## config.mk

```make
export PLATFORM = sky130hd
export DESIGN_NAME = square_calculator
export DESIGN_NICKNAME = d
export VERILOG_FILES = /design/src/rtl/square_calculator.sv
export SDC_FILE = /design/constraint.sdc
export NUM_CORES = 1
export LEC_CHECK = 0
export CAP_MARGIN = 20
export CORE_UTILIZATION = 30
export CTS_CLUSTER_DIAMETER = 50
export DETAILED_ROUTE_END_ITERATION = 6
export SLEW_MARGIN = 15
export SYNTH_ARGS = -nofsm -noshare
export SYNTH_HDL_FRONTEND = slang
export SYNTH_SLANG_ARGS = --single-unit
```

## constraint.sdc

```tcl
create_clock -name clk -period 5.47 [get_ports clk]
set_clock_uncertainty 0.1 [all_clocks]
set_input_delay 1.094 -clock clk [delete_from_list [all_inputs] [get_ports clk]]
set_output_delay 1.094 -clock clk [all_outputs]
set_load 0.1 [all_outputs]
```

## src/rtl/square_calculator.sv

```systemverilog
// Iterative shift-add squarer: one partial product per cycle, IN_W cycles plus a
// result-latch cycle. Start/done/error handshake matches the square-root unit.
module square_calculator #(
    parameter int IN_W = 8
) (
    input  logic              clk,
    input  logic              rst,
    input  logic              start,
    input  logic [IN_W-1:0]   in,
    output logic [2*IN_W-1:0] out,
    output logic              error,
    output logic              done,
    output logic              busy
);
    localparam int OUT_W = 2 * IN_W;
    localparam int CNT_W = $clog2(IN_W + 1);

    typedef enum logic [1:0] {IDLE, CALC, FINISH, DONE} state_t;

    state_t             state, state_nxt;
    logic [OUT_W-1:0]   acc, mcand;
    logic [IN_W-1:0]    mult;
    logic [CNT_W-1:0]   cnt;
    logic               accept, last_iter;

    // Start is only honoured when no calculation is in flight.
    assign accept    = start && (state == IDLE || state == DONE);
    assign last_iter = (cnt == CNT_W'(IN_W - 1));

    always_ff @(posedge clk or posedge rst) begin
        if (rst) state <= IDLE;
        else     state <= state_nxt;
    end

    always_comb begin
        state_nxt = state;
        case (state)
            IDLE, DONE: if (accept)    state_nxt = CALC;
            CALC:       if (last_iter) state_nxt = FINISH;
            FINISH:                    state_nxt = DONE;
            default:                   state_nxt = IDLE;
        endcase
    end

    always_ff @(posedge clk or posedge rst) begin
        if (rst) begin
            acc   <= '0;
            mcand <= '0;
            mult  <= '0;
            cnt   <= '0;
            out   <= '0;
            error <= 1'b0;
            done  <= 1'b0;
            busy  <= 1'b0;
        end else begin
            case (state)
                IDLE, DONE: begin
                    if (accept) begin
                        mcand <= OUT_W'(in);
                        mult  <= in;
                        acc   <= '0;
                        cnt   <= '0;
                        busy  <= 1'b1;
                        done  <= 1'b0;
                        error <= 1'b0;
                    end
                end
                CALC: begin
                    if (mult[0]) acc <= acc + mcand;
                    mcand <= mcand << 1;
                    mult  <= mult >> 1;
                    cnt   <= cnt + 1'b1;
                end
                FINISH: begin
                    // MSB set means "negative" to the square-root unit's input.
                    out   <= acc;
                    error <= acc[OUT_W-1];
                    done  <= 1'b1;
                    busy  <= 1'b0;
                end
                default: ;
            endcase
        end
    end
endmodule

```

==> metrics.cfg, run 1 <==
[die]
rows = 39
die-area_mm2 = 0.0122
die_w_um = 111
die_h_um = 111
initial_core_util_pct = 30.8
coreArea_mm2 = 0.0115
ios = 30

[worst_setup_path]
worstPathArrival_ns = 3.33
worstSetupPathType = primary input to flop
critical_path.max_fanout = 17
cp_top_family = compound AO/OA/AOI/OAI gates
cp.required_ns = 5.59
critPathLaunchType = primary input
path_cells = clkdlybuf4s50_1, nand2b_1, o21ai_2, a21o_1, a21oi_1, o21ai_1, a22o_1
cp_slowest_stage_delay_ns = 0.65
worstPathBufferInverterCount = 1
end_kind = flop
crit_slowest_cell = clkdlybuf4s50_1

[timing]
rsz0062_at_grt = no
fin_crit_ns = 3.21
clock.fmax_mhz = 311
setup_violations = 0
hold_viol = 0
maxSlewViolCount = 0
max-slew-margin-rel_pct = 34.5
totalNegativeSetupSlack_ns = 0
worst_pin_slew_ns = 0.979
period_share_pct = 58.7

[synthesis]
ys_types = 53
yosys_warnings = 0
synth_nets = 382
synth_area_mm2 = 0.00353
synth-async-reset-ratio_pct = 100
synth.top_cell.area_share_pct = 46.0
synthFlopType = dfrtp_1
ys_ff_latch = 65
ys_seq_area_share_pct = 46.0
yosysTopAreaCell = dfrtp_1
postSynthCellCount = 351
synth-edff-count = 0
synth_area_leaders = dfrtp_1 (46%), ha_1 (6.7%), mux2_2 (5.4%)
syn_area_per_cell_um2 = 10.1

[route]
drtPass1Iterations = 4
dr.first_iter.drc_count = 75
routed_wl_um = 7550
wl_per_cell_um = 14.4
num_vias = 2684
viasPerCell = 5.13
final_antenna_net_count = 0
drc = 0

[global_route]
grt_usage_pct = 13.4
grt_overflow = 0
grt_max_degree = 43
grt_pass1_wl_um = 13200
grt_pass1_vias = 2727
grt_antenna_before_repair = 0

[clock_tree]
cts_inserted_buffers = 9
cts.sinks = 65
clock_latency_ns = 0.33
cts_tree = built
cts_hold_buf = 0
clock_path_buffers = 2
ctsRootBufferMaster = clkbuf_16
cts_resized = 0
post_cts_buffers = 0
clk_pin_slew_ns = 0.06
htree_levels = 3

[final_layout]
layout.nets = 407
diodes = 0
fin_util_pct = 37.0
drive_above_1_share_pct = 10.8
final_cell_mix = dfrtp_1 (65), nand2_1 (38), o21ai_0 (34)
final_common_cell = dfrtp_1
area_growth_pct = 20.2

[hold_path]
hold_class = flop to flop

[placed_design]
hpwl_um = 5280
numPortBuffers = 29
place_congestion = 0.799

[run]
cap_viol_max_count = 0

[outcome]
outcome = finished, final reports clean

[pwr]
power.density_mw_per_mm2 = 662
p_leak_nw = 1.93
vdd_ir_drop_max_mv = 0.220

==> final cells by class <==
type                       instances  area (µm²)
multi-input combinational        257        1780
tap                              143         179
inverter                          11        41.3
sequential                        65        1630
clock buffer                      12         256
timing repair buffer              32         320
fill                            1137        7220
clock inverter                     3        40.0
==> cell usage after synthesis (5+ instances only) <==
| cell | count |
|---|---|
| dfrtp_1 | 65 |
| nand2_1 | 38 |
| o21ai_0 | 34 |
| a21oi_1 | 27 |
| ha_1 | 19 |
| mux2_2 | 17 |
| clkbuf_1 | 14 |
| nor2_1 | 13 |
| inv_1 | 11 |
| mux2i_1 | 10 |
| a22o_1 | 7 |
| a22oi_1 | 7 |
| nor2b_1 | 7 |
| a21o_1 | 5 |
| xor2_1 | 5 |
==> cells by family (layout without fill, tap and decap cells) <==
kind of cell,count (synthesis),after routing,synth area share [%]
flip-flops,65,65,46.0
multiplexers,27,27,8.25
adder cells (fa/ha/maj),20,20,7.29
AO/OA/AOI/OAI,113,113,20.5
buffers and inverters,29,58,3.61
AND/OR/NAND/NOR,91,91,12.9
XOR/XNOR,6,6,1.49
==> final timing paths <==
check	startpoint	end	slack, ns	depth (start not counted)
max	start	acc[15]$_DFFE_PP0P_	2.26	7
min reg2reg	mult[2]$_DFFE_PP0P_	mult[2]$_DFFE_PP0P_	0.38	2
max reg2reg	state[0]$_DFFE_PP0P_	acc[15]$_DFFE_PP0P_	2.72	8
min in group asynchronous	rst	state[1]$_DFFE_PP0P_	1.05	2
min	mult[2]$_DFFE_PP0P_	mult[2]$_DFFE_PP0P_	0.38	2
max in group asynchronous	rst	out[5]$_DFFE_PP0P_	3.30	3
==> state kept, by name, indices dropped and copies added, names as in the netlist <==
| name | count |
|---|---|
| acc | 16 |
| mcand | 16 |
| out | 16 |
| mult | 8 |
| cnt | 4 |
| state | 2 |
| busy | 1 |
| done | 1 |
| error | 1 |
==> stage by stage <==
step	hold slack (ns)	instances	total power, mW	setup WS [ns]	area [µm²]
floorplan	0.350	351	1.94	2.65	3530
global placement	0.370	507	2.19	1.71	3940
detailed placement	0.376	507	2.23	1.65	3940
CTS	0.388	522	2.81	2.00	4230
global route	0.428	523	3.03	1.99	4250
finish	0.380	523	2.81	2.26	4250
==> worst min-delay path, stage by stage, from the launching register on <==
cell	delay (ns)
dfrtp_1	0.34
nand2_1	0.05
o21ai_0	0.06
==> power breakdown <==
part	switching [mW]	internal [mW]	total [mW]
Clock	0.200	0.373	0.572
Combinational	0.938	0.482	1.42
Sequential	0.152	0.666	0.818
==> per-layer routing <==
| layer | part of all wire, % | GRT usage (%) | routed length [µm] |
|---|---|---|---|
| met2 | 46 | 21.0 | 3490 |
| met5 | 0 | 0 | 0 |
| met1 | 48 | 17.3 | 3640 |
| met4 | 1.5 | 5.07 | 114 |
| met3 | 4.0 | 4.12 | 305 |
(Power assumes the default switching activity.)
==> run 2: changes to the inputs <==
- clock period: 5.47 -> 3.25 ns (I/O delays scaled with it)
==> run 2 against run 1 <==
Clock power up 58%. Count of clock-buffer cells in the layout rose by 1. First-iteration DRC count increased by 69%. Cell area down 1.3%. Die area unchanged. Largest power group unchanged. Highest routed layer unchanged.
==> metrics.cfg, run 2 (synthesis gave the netlist of run 1 again) <==
[timing]
setup_violations = 0  ; unchanged
hold_viol = 0  ; unchanged
fin_ws_ns = 0.654  ; was 2.26 ns
fin_crit_ns = 2.60
totalNegativeSetupSlack_ns = 0  ; unchanged
maxSlewViolCount = 0  ; unchanged
worst_pin_slew_ns = 0.957  ; was 0.979 ns
clock.fmax_mhz = 385
period_share_pct = 79.9
max-slew-margin-rel_pct = 36.2  ; was 34.5%
rsz0062_at_grt = no  ; unchanged

[clock_tree]
cts_tree = built  ; unchanged
clk_pin_slew_ns = 0.06  ; about the same
htree_levels = 3  ; unchanged
cts_inserted_buffers = 9  ; unchanged
cts_hold_buf = 0  ; unchanged
clock_latency_ns = 0.33  ; about the same
clock_path_buffers = 2  ; unchanged
ctsRootBufferMaster = clkbuf_16  ; unchanged
cts.sinks = 65  ; unchanged
post_cts_buffers = 0  ; unchanged
cts_resized = 0  ; unchanged

[die]
initial_core_util_pct = 30.8  ; unchanged
die-area_mm2 = 0.0122  ; unchanged
die_h_um = 111  ; unchanged
die_w_um = 111  ; unchanged
rows = 39  ; unchanged
ios = 30  ; unchanged
coreArea_mm2 = 0.0115  ; unchanged

[global_route]
grt_antenna_before_repair = 0  ; unchanged
grt_usage_pct = 13.7  ; was 13.4%
grt_pass1_wl_um = 13600  ; was 13,200 µm
grt_pass1_vias = 2699  ; was 2,727
grt_overflow = 0  ; unchanged
grt_max_degree = 39  ; was 43

[final_layout]
area_growth_pct = 18.6  ; was 20.2%
reg_top3 = acc x16, mcand x16, out x16  ; unchanged
layout.nets = 408  ; was 407
final_cell_mix = dfrtp_1 (65), nand2_1 (38), o21ai_0 (34)  ; unchanged
design_area_mm2 = 0.00419  ; was 0.00425 mm²
drive_above_1_share_pct = 16.0  ; was 10.8%
final_common_cell = dfrtp_1  ; unchanged
diodes = 0  ; unchanged

[hold_path]
min_path_cells = 2  ; unchanged
hold_class = flop to flop  ; unchanged

[run]
cap_viol_max_count = 0  ; unchanged

[placed_design]
place_area_mm2 = 0.00392  ; was 0.00394 mm²
place_congestion = 0.799  ; about the same
numPortBuffers = 29  ; unchanged
dp_slack_ns = 0.445  ; was 1.65 ns
hpwl_um = 5500  ; was 5280 µm

[outcome]
outcome = finished, final reports clean  ; unchanged

[worst_setup_path]
worstPathArrival_ns = 2.72  ; was 3.33 ns
worstSetupPathType = flop to flop  ; was primary input to flop
rr_worst_depth = 9  ; was 8
critical_path.max_fanout = 4  ; was 17
end_kind = flop  ; unchanged
cp.required_ns = 3.37  ; was 5.59 ns
critPathLaunchType = flop  ; was primary input

[pwr]
power.density_mw_per_mm2 = 1110  ; was 662 mW/mm²
seqPwrFrac_pct = 29.9  ; was 29.1%
clockPowerShare_pct = 19.4  ; was 20.4%
vdd_ir_drop_max_mv = 0.457  ; was 0.220 mV
power.net_switching_mw = 2.19  ; was 1.29 mW
switching_share_pct = 47.2  ; was 45.9%
power_frac_comb_pct = 50.7  ; was 50.5%
p_int_mw = 2.46  ; was 1.52 mW
p_leak_nw = 1.96  ; was 1.93 nW

[route]
drc = 0  ; unchanged
num_vias = 2687  ; was 2,684
routed_wl_um = 7820  ; was 7550 µm
dr.first_iter.drc_count = 127  ; was 75
drtPass1Iterations = 4  ; unchanged
wl_per_cell_um = 14.9  ; was 14.4 µm
final_antenna_net_count = 0  ; unchanged
viasPerCell = 5.12  ; was 5.13

[run 2: cell count changes in the layout (fill, tap and decap cells not counted), sizes merged]
cell / before / now
buf: 3 / 23
clkdlybuf4s50: 29 / 10
bufinv: 1 / 0
clkbuf: 12 / 13
clkinv: 2 / 3
[run 2: area by class of cell]
class	count	area [µm²]
well taps	143	179
clock buffers	13	260
repair buffers	33	285
fillers	1142	7280
multi-input cells	257	1780
flip-flops and latches	65	1630
clock inverters	3	15.0
inverters	11	41.3
[run 2: worst paths after layout]
kind	start	endpoint	slack, ns
max in group asynchronous	rst	acc[5]$_DFFE_PP0P_	1.81
worst max-delay path	acc[0]$_DFFE_PP0P_	acc[10]$_DFFE_PP0P_	0.65
worst min register to register	mult[2]$_DFFE_PP0P_	mult[2]$_DFFE_PP0P_	0.38
min in group asynchronous	rst	cnt[3]$_DFFE_PP0P_	0.62
worst max register to register	acc[0]$_DFFE_PP0P_	acc[10]$_DFFE_PP0P_	0.65
worst min-delay path	mult[2]$_DFFE_PP0P_	mult[2]$_DFFE_PP0P_	0.38
[run 2: worst max-delay path, stage by stage, from the launching register on]
cell	delay [ns]
dfrtp_1	0.41
ha_1	0.25
inv_1	0.08
fa_1	0.19
nand2b_2	0.15
a21oi_1	0.10
o211a_1	0.24
or2_1	0.27
or4_1	0.42
a32o_1	0.26
[run 2: metal layers]
metal / part of all wire, % / GRT usage [%]
met5: 0 / 0
met4: 2.4 / 6.67
met3: 2.7 / 2.41
met2: 46 / 21.1
met1: 49 / 18.7
[run 2: power by group through the flow]
stage | clock network [mW] | registers [mW] | logic, mW
floorplan | 0 | 1.82 | 1.45
global placement | 0 | 1.39 | 2.31
detailed placement | 0 | 1.41 | 2.36
CTS | 0.920 | 1.39 | 2.37
global route | 0.963 | 1.44 | 2.61
finish | 0.901 | 1.39 | 2.36
[run 2: metrics by stage]
| stage | power (mW) | instances | hold WS (ns) | util (%) |
|---|---|---|---|---|
| after floorplan | 3.26 | 351 | 0.350 | - |
| after global placement | 3.70 | 509 | 0.368 | 34.1 |
| after detailed placement | 3.77 | 509 | 0.372 | 34.1 |
| after CTS | 4.68 | 525 | 0.383 | 36.5 |
| after global routing | 5.01 | 525 | 0.430 | 36.5 |
| final | 4.65 | 525 | 0.383 | 36.5 |
==> run 3: changes to the inputs <==
- clock period: 3.25 -> 2.69 ns (I/O delays scaled with it)
==> run 3 against run 2 <==
Sequential share of layout area shrank 0.86 points. Clock power grew 39%. Register-to-register slack worse by 0.42 ns. Critical path depth stayed put. Cell area rose by 2.3%. Hold slack gained 0.0029 ns. Wire length decreased by 0.58%. Global-route usage about the same. Count of clock-buffer cells in the layout fell by 2. Via count rose by 1.0%. Critical path type unchanged. Critical endpoint unchanged.
==> metrics.cfg, run 3 (synthesis gave the netlist of run 1 again) <==
[outcome]
outcome = finished, final reports clean  ; unchanged

[worst_setup_path]
critical_path.max_fanout = 4  ; unchanged
worstPathArrival_ns = 2.57  ; was 2.72 ns
cp.required_ns = 2.81  ; was 3.37 ns
rr_worst_depth = 9  ; unchanged
end_kind = flop  ; unchanged
critPathLaunchType = flop  ; unchanged
worstSetupPathType = flop to flop  ; unchanged

[timing]
worst_pin_slew_ns = 0.660  ; was 0.957 ns
period_share_pct = 91.3  ; was 79.9%
maxSlewViolCount = 0  ; unchanged
max-slew-margin-rel_pct = 55.9  ; was 36.2%
clock.fmax_mhz = 407  ; was 385 MHz
fin_crit_ns = 2.45  ; was 2.60 ns
totalNegativeSetupSlack_ns = 0  ; unchanged
rsz0062_at_grt = no  ; unchanged
setup_violations = 0  ; unchanged
hold_viol = 0  ; unchanged

[global_route]
grt_pass1_vias = 2725  ; was 2,699
grt_max_degree = 39  ; unchanged
grt_usage_pct = 13.8  ; was 13.7%
grt_antenna_before_repair = 0  ; unchanged
grt_overflow = 0  ; unchanged
grt_pass1_wl_um = 13400  ; was 13,600 µm

[route]
dr.first_iter.drc_count = 159  ; was 127
drc = 0  ; unchanged
drtPass1Iterations = 4  ; unchanged
routed_wl_um = 7770  ; was 7820 µm
final_antenna_net_count = 0  ; unchanged
num_vias = 2715  ; was 2,687
viasPerCell = 5.12  ; about the same
wl_per_cell_um = 14.7  ; was 14.9 µm

[die]
coreArea_mm2 = 0.0115  ; unchanged
ios = 30  ; unchanged
rows = 39  ; unchanged
initial_core_util_pct = 30.8  ; unchanged
die_w_um = 111  ; unchanged
die-area_mm2 = 0.0122  ; unchanged
die_h_um = 111  ; unchanged

[placed_design]
place_congestion = 0.833  ; was 0.799
hpwl_um = 5540  ; was 5500 µm
numPortBuffers = 29  ; unchanged
dp.cells = 516  ; was 509

[clock_tree]
cts.sinks = 65  ; unchanged
cts_tree = built  ; unchanged
cts_inserted_buffers = 9  ; unchanged
cts_resized = 0  ; unchanged
htree_levels = 3  ; unchanged
ctsRootBufferMaster = clkbuf_16  ; unchanged
clk_pin_slew_ns = 0.05  ; was 0.06 ns
clock_latency_ns = 0.33  ; about the same
post_cts_buffers = 0  ; unchanged
cts_hold_buf = 0  ; unchanged
clock_path_buffers = 2  ; unchanged

[final_layout]
layout.nets = 415  ; was 408
nFillCells = 1139  ; was 1,142
drive_above_1_share_pct = 17.6  ; was 16.0%
layout.cells.non_filler = 530  ; was 525
area_growth_pct = 21.3  ; was 18.6%
final_common_cell = dfrtp_1  ; unchanged
diodes = 0  ; unchanged
final_cell_mix = dfrtp_1 (65), nand2_1 (38), o21ai_0 (34)  ; unchanged
reg_top3 = acc x16, mcand x16, out x16  ; unchanged

[pwr]
vdd_ir_drop_max_mv = 0.532  ; was 0.457 mV
switching_share_pct = 45.4  ; was 47.2%
p_leak_nw = 2.01  ; was 1.96 nW
power.net_switching_mw = 2.66  ; was 2.19 mW
clockPowerShare_pct = 21.3  ; was 19.4%
power.density_mw_per_mm2 = 1360  ; was 1110 mW/mm²
seqPwrFrac_pct = 28.5  ; was 29.9%
p_int_mw = 3.19  ; was 2.46 mW
power_frac_comb_pct = 50.2  ; was 50.7%

[hold_path]
hold_class = flop to flop  ; unchanged
min_path_cells = 2  ; unchanged

[run]
cap_viol_max_count = 0  ; unchanged

[run 3: per-layer routing]
layer  part of all wire (%)  GRT usage (%)  vias up
met1                     48           17.9     1313
li1                       -              -     1352
met4                    1.8           5.87        0
met3                    3.0           3.51        9
met2                     47           21.7       41
met5                      0              0        -
[run 3: final timing paths]
kind / startpoint / endpoint / slack, ns
min reg2reg: mult[4]$_DFFE_PP0P_ / mult[4]$_DFFE_PP0P_ / 0.39
max reg2reg: acc[0]$_DFFE_PP0P_ / acc[10]$_DFFE_PP0P_ / 0.24
max in group asynchronous: rst / acc[5]$_DFFE_PP0P_ / 1.50
min: mult[4]$_DFFE_PP0P_ / mult[4]$_DFFE_PP0P_ / 0.39
max: acc[0]$_DFFE_PP0P_ / acc[10]$_DFFE_PP0P_ / 0.24
min in group asynchronous: rst / cnt[2]$_DFFE_PP0P_ / 0.44
[run 3: power by group through the flow]
stage / registers (mW) / logic, mW / clock network [mW]
global placement: 1.67 / 2.86 / 0
finish: 1.67 / 2.94 / 1.25
floorplan: 2.20 / 1.75 / 0
detailed placement: 1.69 / 2.93 / 0
CTS: 1.67 / 2.94 / 1.28
global route: 1.73 / 3.22 / 1.32
[run 3: layout make-up]
cell class                 count  area [µm²]  area share, %
clock inverter                 3        65.1           1.52
sequential                    65        1630           38.0
tap                          143         179           4.18
inverter                      11        41.3          0.964
timing repair buffer          40         338           7.88
multi-input combinational    257        1780           41.6
clock buffer                  11         253           5.90
[run 3: critical path: stages, from the launching register on]
cell	delay, ns
dfrtp_1	0.39
ha_1	0.23
inv_1	0.08
fa_1	0.17
nand2b_2	0.14
a21oi_1	0.10
o211a_1	0.23
or2_1	0.26
or4_1	0.40
a32o_1	0.25
[run 3: metrics by stage]
step | total power [mW] | utilization (%) | hold WS [ns] | area, µm² | setup WS [ns]
2_1_floorplan | 3.94 | - | 0.350 | 3530 | 0.366
3_3_place_gp | 4.54 | 34.6 | 0.364 | 3970 | 0.279
3_5_place_dp | 4.62 | 34.6 | 0.376 | 3970 | 0.242
4_1_cts | 5.90 | 37.4 | 0.389 | 4290 | 0.236
5_1_grt | 6.27 | 37.4 | 0.404 | 4290 | 0.130
6_report | 5.85 | 37.4 | 0.386 | 4290 | 0.235
